**src/rtl/scan_enc_pkg.sv**
```systemverilog
// Shared constants and state type for the scanning 8-to-3 priority encoder.
//   N_IN    : request vector width (fixed at 8)
//   IDX_W   : index width, $clog2(N_IN)
//   state_t : scanner FSM state {IDLE, SCAN}
package scan_enc_pkg;

    localparam int N_IN  = 8;
    localparam int IDX_W = $clog2(N_IN);

    typedef enum logic {
        IDLE = 1'b0,
        SCAN = 1'b1
    } state_t;

endpackage

```
**src/rtl/priority_encoder_8to3.sv**
```systemverilog
// Combinational lowest-set-bit encoder.
//   vec     in  [N_IN-1:0]   vector to encode
//   idx     out [IDX_W-1:0]  index of the lowest set bit (0 when vec is zero)
//   any     out              vec has at least one bit set
//   one_hot out              vec has exactly one bit set
module priority_encoder_8to3
    import scan_enc_pkg::*;
(
    input  logic [N_IN-1:0]  vec,
    output logic [IDX_W-1:0] idx,
    output logic             any,
    output logic             one_hot
);

    always_comb begin
        idx = '0;
        // Walk from the top down so the lowest set bit is the last one written.
        for (int k = N_IN - 1; k >= 0; k--) begin
            if (vec[k]) begin
                idx = IDX_W'(k);
            end
        end
        any     = |vec;
        // Clearing the lowest set bit leaves zero only for a single-bit vector.
        one_hot = any && ((vec & (vec - 1'b1)) == '0);
    end

endmodule

```
**src/rtl/scan_priority_encoder_8to3.sv**
```systemverilog
// Scanning priority encoder: accepts an 8-bit request vector and emits the index
// of every set bit, lowest first, one per accepted output beat.
//   clk        in        rising-edge clock
//   rst_n      in        synchronous reset, active-low
//   in_valid   in        in_vec valid
//   in_ready   out       block can accept a vector (IDLE and not in reset)
//   in_vec     in  [7:0] request vector
//   out_valid  out       out_idx/out_last valid
//   out_ready  in        consumer takes the beat
//   out_idx    out [2:0] index of the lowest still-pending bit
//   out_last   out       final index of the current vector
//   busy       out       scan in progress
//   out_zero   out       (only with SCAN_ENC_ZERO_BEAT_EN) beat stands for an all-zero vector
// Build option: define SCAN_ENC_ZERO_BEAT_EN to turn an all-zero vector into a
// single idx=0 beat flagged by out_zero; otherwise all-zero vectors are dropped.
//
// state | meaning
// IDLE  | waiting for a vector, in_ready=1
// SCAN  | presenting lowest pending index from pend, in_ready=0
module scan_priority_encoder_8to3
    import scan_enc_pkg::*;
(
    input  logic             clk,
    input  logic             rst_n,
    input  logic             in_valid,
    output logic             in_ready,
    input  logic [N_IN-1:0]  in_vec,
    output logic             out_valid,
    input  logic             out_ready,
    output logic [IDX_W-1:0] out_idx,
    output logic             out_last,
`ifdef SCAN_ENC_ZERO_BEAT_EN
    output logic             out_zero,
`endif
    output logic             busy
);

    state_t           state;
    logic [N_IN-1:0]  pend;
    logic [IDX_W-1:0] enc_idx;
    logic             enc_any;
    logic             enc_one_hot;

    priority_encoder_8to3 u_enc (
        .vec     (pend),
        .idx     (enc_idx),
        .any     (enc_any),
        .one_hot (enc_one_hot)
    );

    // Everything downstream comes from state/pend registers, so in_vec
    // activity during a scan cannot reach the output.
    assign busy      = (state == SCAN);
    assign out_valid = busy;
    assign out_idx   = enc_idx;
    // An empty pend while scanning can only be the zero-vector beat, which is
    // also the last one.
    assign out_last  = busy && (enc_one_hot || !enc_any);
    assign in_ready  = rst_n && (state == IDLE);

`ifdef SCAN_ENC_ZERO_BEAT_EN
    assign out_zero  = busy && !enc_any;
`endif

    always_ff @(posedge clk) begin
        if (!rst_n) begin
            state <= IDLE;
            pend  <= '0;
        end else begin
            case (state)
                IDLE: begin
                    if (in_valid && in_ready) begin
                        pend <= in_vec;
`ifdef SCAN_ENC_ZERO_BEAT_EN
                        state <= SCAN;
`else
                        if (in_vec != '0) begin
                            state <= SCAN;
                        end
`endif
                    end
                end
                SCAN: begin
                    if (out_ready) begin
                        pend <= pend & ~(N_IN'(1) << enc_idx);
                        if (out_last) begin
                            state <= IDLE;
                        end
                    end
                end
                default: state <= IDLE;
            endcase
        end
    end

endmodule
```
**config.mk**
```make
export PLATFORM = sky130hd
export DESIGN_NAME = scan_priority_encoder_8to3
export DESIGN_NICKNAME = d
export VERILOG_FILES = /design/src/rtl/scan_enc_pkg.sv /design/src/rtl/priority_encoder_8to3.sv /design/src/rtl/scan_priority_encoder_8to3.sv
export SDC_FILE = /design/constraint.sdc
export NUM_CORES = 1
export LEC_CHECK = 0
export CORE_AREA = 2 2 40 42
export DETAILED_ROUTE_END_ITERATION = 10
export DIE_AREA = 0 0 42 44
export MAX_ROUTING_LAYER = met4
export PLACE_DENSITY = 0.75
export SKIP_LAST_GASP = 1
export SLEW_MARGIN = 0
export SYNTH_ARGS = -nofsm -noshare
export SYNTH_HDL_FRONTEND = slang
export SYNTH_SLANG_ARGS = --single-unit
```
**constraint.sdc**
```tcl
create_clock -name clk -period 2.4 [get_ports clk]
set_input_delay 0.48 -clock clk [delete_from_list [all_inputs] [get_ports clk]]
set_output_delay 0.48 -clock clk [all_outputs]
set_load 0.05 [all_outputs]
```
==> metrics, run 1 <==
max_cap viols=0; Total GRT Usage=0.198; Die ar.=1850 sq um; routed via count=677; top-area cell type share of the netlist area=0.299; first-pass GRT wire length=2680 um; layout cells sized above 1=0.227; worst path required time=1.92 ns; CTS root buf=clkbuf_4; synthesized area per cell=8.13 sq um; Final GP Congestion=0.833; Register Area=181 sq um; Slew @ Worst Pin=0.496 ns; Peak VDD IR=313 uV; Worst path top cell family by delay=simple AND/OR/NAND/NOR gates; WS Path Type=flop to output pin; count leader, synth=dfxtp_1; Skew-Pair Late Insertion Delay=0.27 ns; Min Clock Period, post-route=2.38 ns; DR pass1 iterations=4; GR Overflow Total=0; Post-synth EDFFs=0; initial antenna violation count=0; nets@finish=110; synthesized netlist cell count=74; CP Launch Point=pend[0]$_SDFFE_PN0P_; FF-to-FF Start=pend[7]$_SDFFE_PN0P_; H-tree Lvls=1; status=completed; CP arrival=1.90 ns; Area growth syn-to-layout=49.1%; Power Dens Cells=587 nW/um^2; Bufs and invs on worst path=1; Multi-input gate area=407 sq um; number of fill cells in the layout=116; Antenna diodes=0; post-DP HPWL=1270 um; CTS tree=done; pre-CTS WS=0.120 ns; Reg clk slew, reported paths=0.07 ns; Hold Path Stages=2; WL final=1670 um; Hold EP=pend[6]$_SDFFE_PN0P_; Worst Clk Skew=0.00765 ns; drt initial violations=30; CP max-delay cell=or4_4; Worst Setup End Kind=output pin; R2R depth=6; Die X=42 um; IO Count=19; largest net degree at the start of global routing=13; Yosys warning count=0; DR WL/cell=14.8 um; drt drc=0; setup violators final=0; HP Class=flop to flop; Lkg Pwr=0.344 nW; beginning of the worst hold path=pend[6]$_SDFFE_PN0P_; critical-path cell list=or4_4 > a2111oi_4 > o32a_1 > and2_4 > buf_12; Async SR Flop Fraction=0; RSZ-0062 raised after global routing=true; Yosys reg bits=9; ANT nets after route=0; Core Area=1420 sq um; final instance area=897 sq um; cts-stage hold buffer count=0; slowest stage delay, CP=0.59 ns; Post-Syn Nets=86; register area share after synthesis=0.299; Clock Sinks=9; clock tree buffer depth=2; cell taking the most area after synthesis=dfxtp_1; Max-slew headroom=0.668; vias in the first global route=614; Die Y-Extent=44 um; Netlist cell types=30; Vias/cell=5.99; CP max FO=6; Hold WS=0.614 ns; TNS Setup=0 ns; row count=14; post-CTS setup buffer count=0; Final Max Tran Viols=0; Post-synth top flop=dfxtp_1; final hold violations=0; Initial Utilization=0.424; FF-to-FF End=pend[1]$_SDFFE_PN0P_; fin crit share=0.991; CP startpoint kind=flop; fmax=420 MHz; PnR worst setup slack=0.0205 ns; Post-Syn Area=602 sq um; placed cell area=865 sq um; port buffer count=18; Post-synth top cells=dfxtp_1, nand2_1, o21ai_0, nor2_1; flop2flop setup slack=0.65 ns; dominant cells by area after synthesis=dfxtp_1, mux2_2, o21ai_0; CTS Buf Count=3
[registers in the layout, summed over array words and instances, names as in the netlist]
signal,cells
pend,8
busy,1
[placed cells by master, fill, tap and decap left out, types with 3 or more instances in the layout]
| cell type | count |
|---|---|
| nor2_1 | 5 |
| clkdlybuf4s50_1 | 13 |
| buf_4 | 6 |
| mux2_2 | 4 |
| dfxtp_1 | 8 |
| nand2_1 | 8 |
| a21oi_1 | 3 |
| clkbuf_4 | 3 |
| o21ai_0 | 6 |
| nor2b_1 | 4 |
| buf_12 | 4 |
| nor4_1 | 3 |
[logic make-up after synthesis]
group,after synthesis,synth area share
simple gates,28,0.235
compound gates,26,0.328
flops,9,0.299
buf+inv,6,0.0457
mux,4,0.0748
fa+ha+maj,1,0.0166
[report_power, final]
group / internal, mW / switching, mW
registers: 0.160 / 0.0192
clock network: 0.0643 / 0.0598
logic: 0.107 / 0.116
[through the flow]
stage	utilization	power [mW]	cells
floorplan	-	0.304	74
global placement	0.609	0.401	110
detailed placement	0.609	0.402	110
CTS	0.632	0.524	113
global route	0.632	0.544	113
finish	0.632	0.526	113
[timing repair]
| action | CTS | global route |
|---|---|---|
| endpoints found under the setup margin | 1 | 1 |
| pin swaps | 2 | 1 |
| resized for setup | 4 | 0 |
[per-layer routing]
| metal | track usage | wire length, um | up-vias |
|---|---|---|---|
| met3 | 0.0417 | 104 | 9 |
| met1 | 0.258 | 756 | 310 |
| li1 | - | - | 326 |
| met5 | - | 0 | - |
| met2 | 0.281 | 748 | 32 |
| met4 | 0.116 | 63 | 0 |
[cell type report]
cell class,count,area share
Sequential cell,9,0.202
Tap cell,16,0.0223
Clock buffer,4,0.0293
Inverter,2,0.00837
Timing Repair Buffer,23,0.285
Multi-Input combinational cell,59,0.453
[worst max path at each step]
stage	end	cells past startpoint
after floorplan	out_last	5
after global placement	out_last	6
after detailed placement	out_last	6
after CTS	out_last	5
after global routing	out_last	5
final	out_last	5
[worst min-delay path: cells and delay by family, from the launching register on]
| family | cells | cell delay (ns) |
|---|---|---|
| AO/OA/AOI/OAI | 2 | 0.19 |
| flip-flops | 1 | 0.38 |
Power figures use the tool's default switching activity.
==> run 2, diff against run 1 <==
--- a/config.mk
+++ b/config.mk
@@ -5,13 +5,14 @@
 export SDC_FILE = /design/constraint.sdc
 export NUM_CORES = 1
 export LEC_CHECK = 0
+export ABC_AREA = 0
 export CORE_AREA = 2 2 40 42
 export DETAILED_ROUTE_END_ITERATION = 10
 export DIE_AREA = 0 0 42 44
 export MAX_ROUTING_LAYER = met4
 export PLACE_DENSITY = 0.75
 export SKIP_LAST_GASP = 1
-export SLEW_MARGIN = 0
+export SLEW_MARGIN = 20
 export SYNTH_ARGS = -nofsm -noshare
 export SYNTH_HDL_FRONTEND = slang
 export SYNTH_SLANG_ARGS = --single-unit
==> results of run 2 <==
Same layout as run 1: the final DEF is identical, and so are final timing and power.
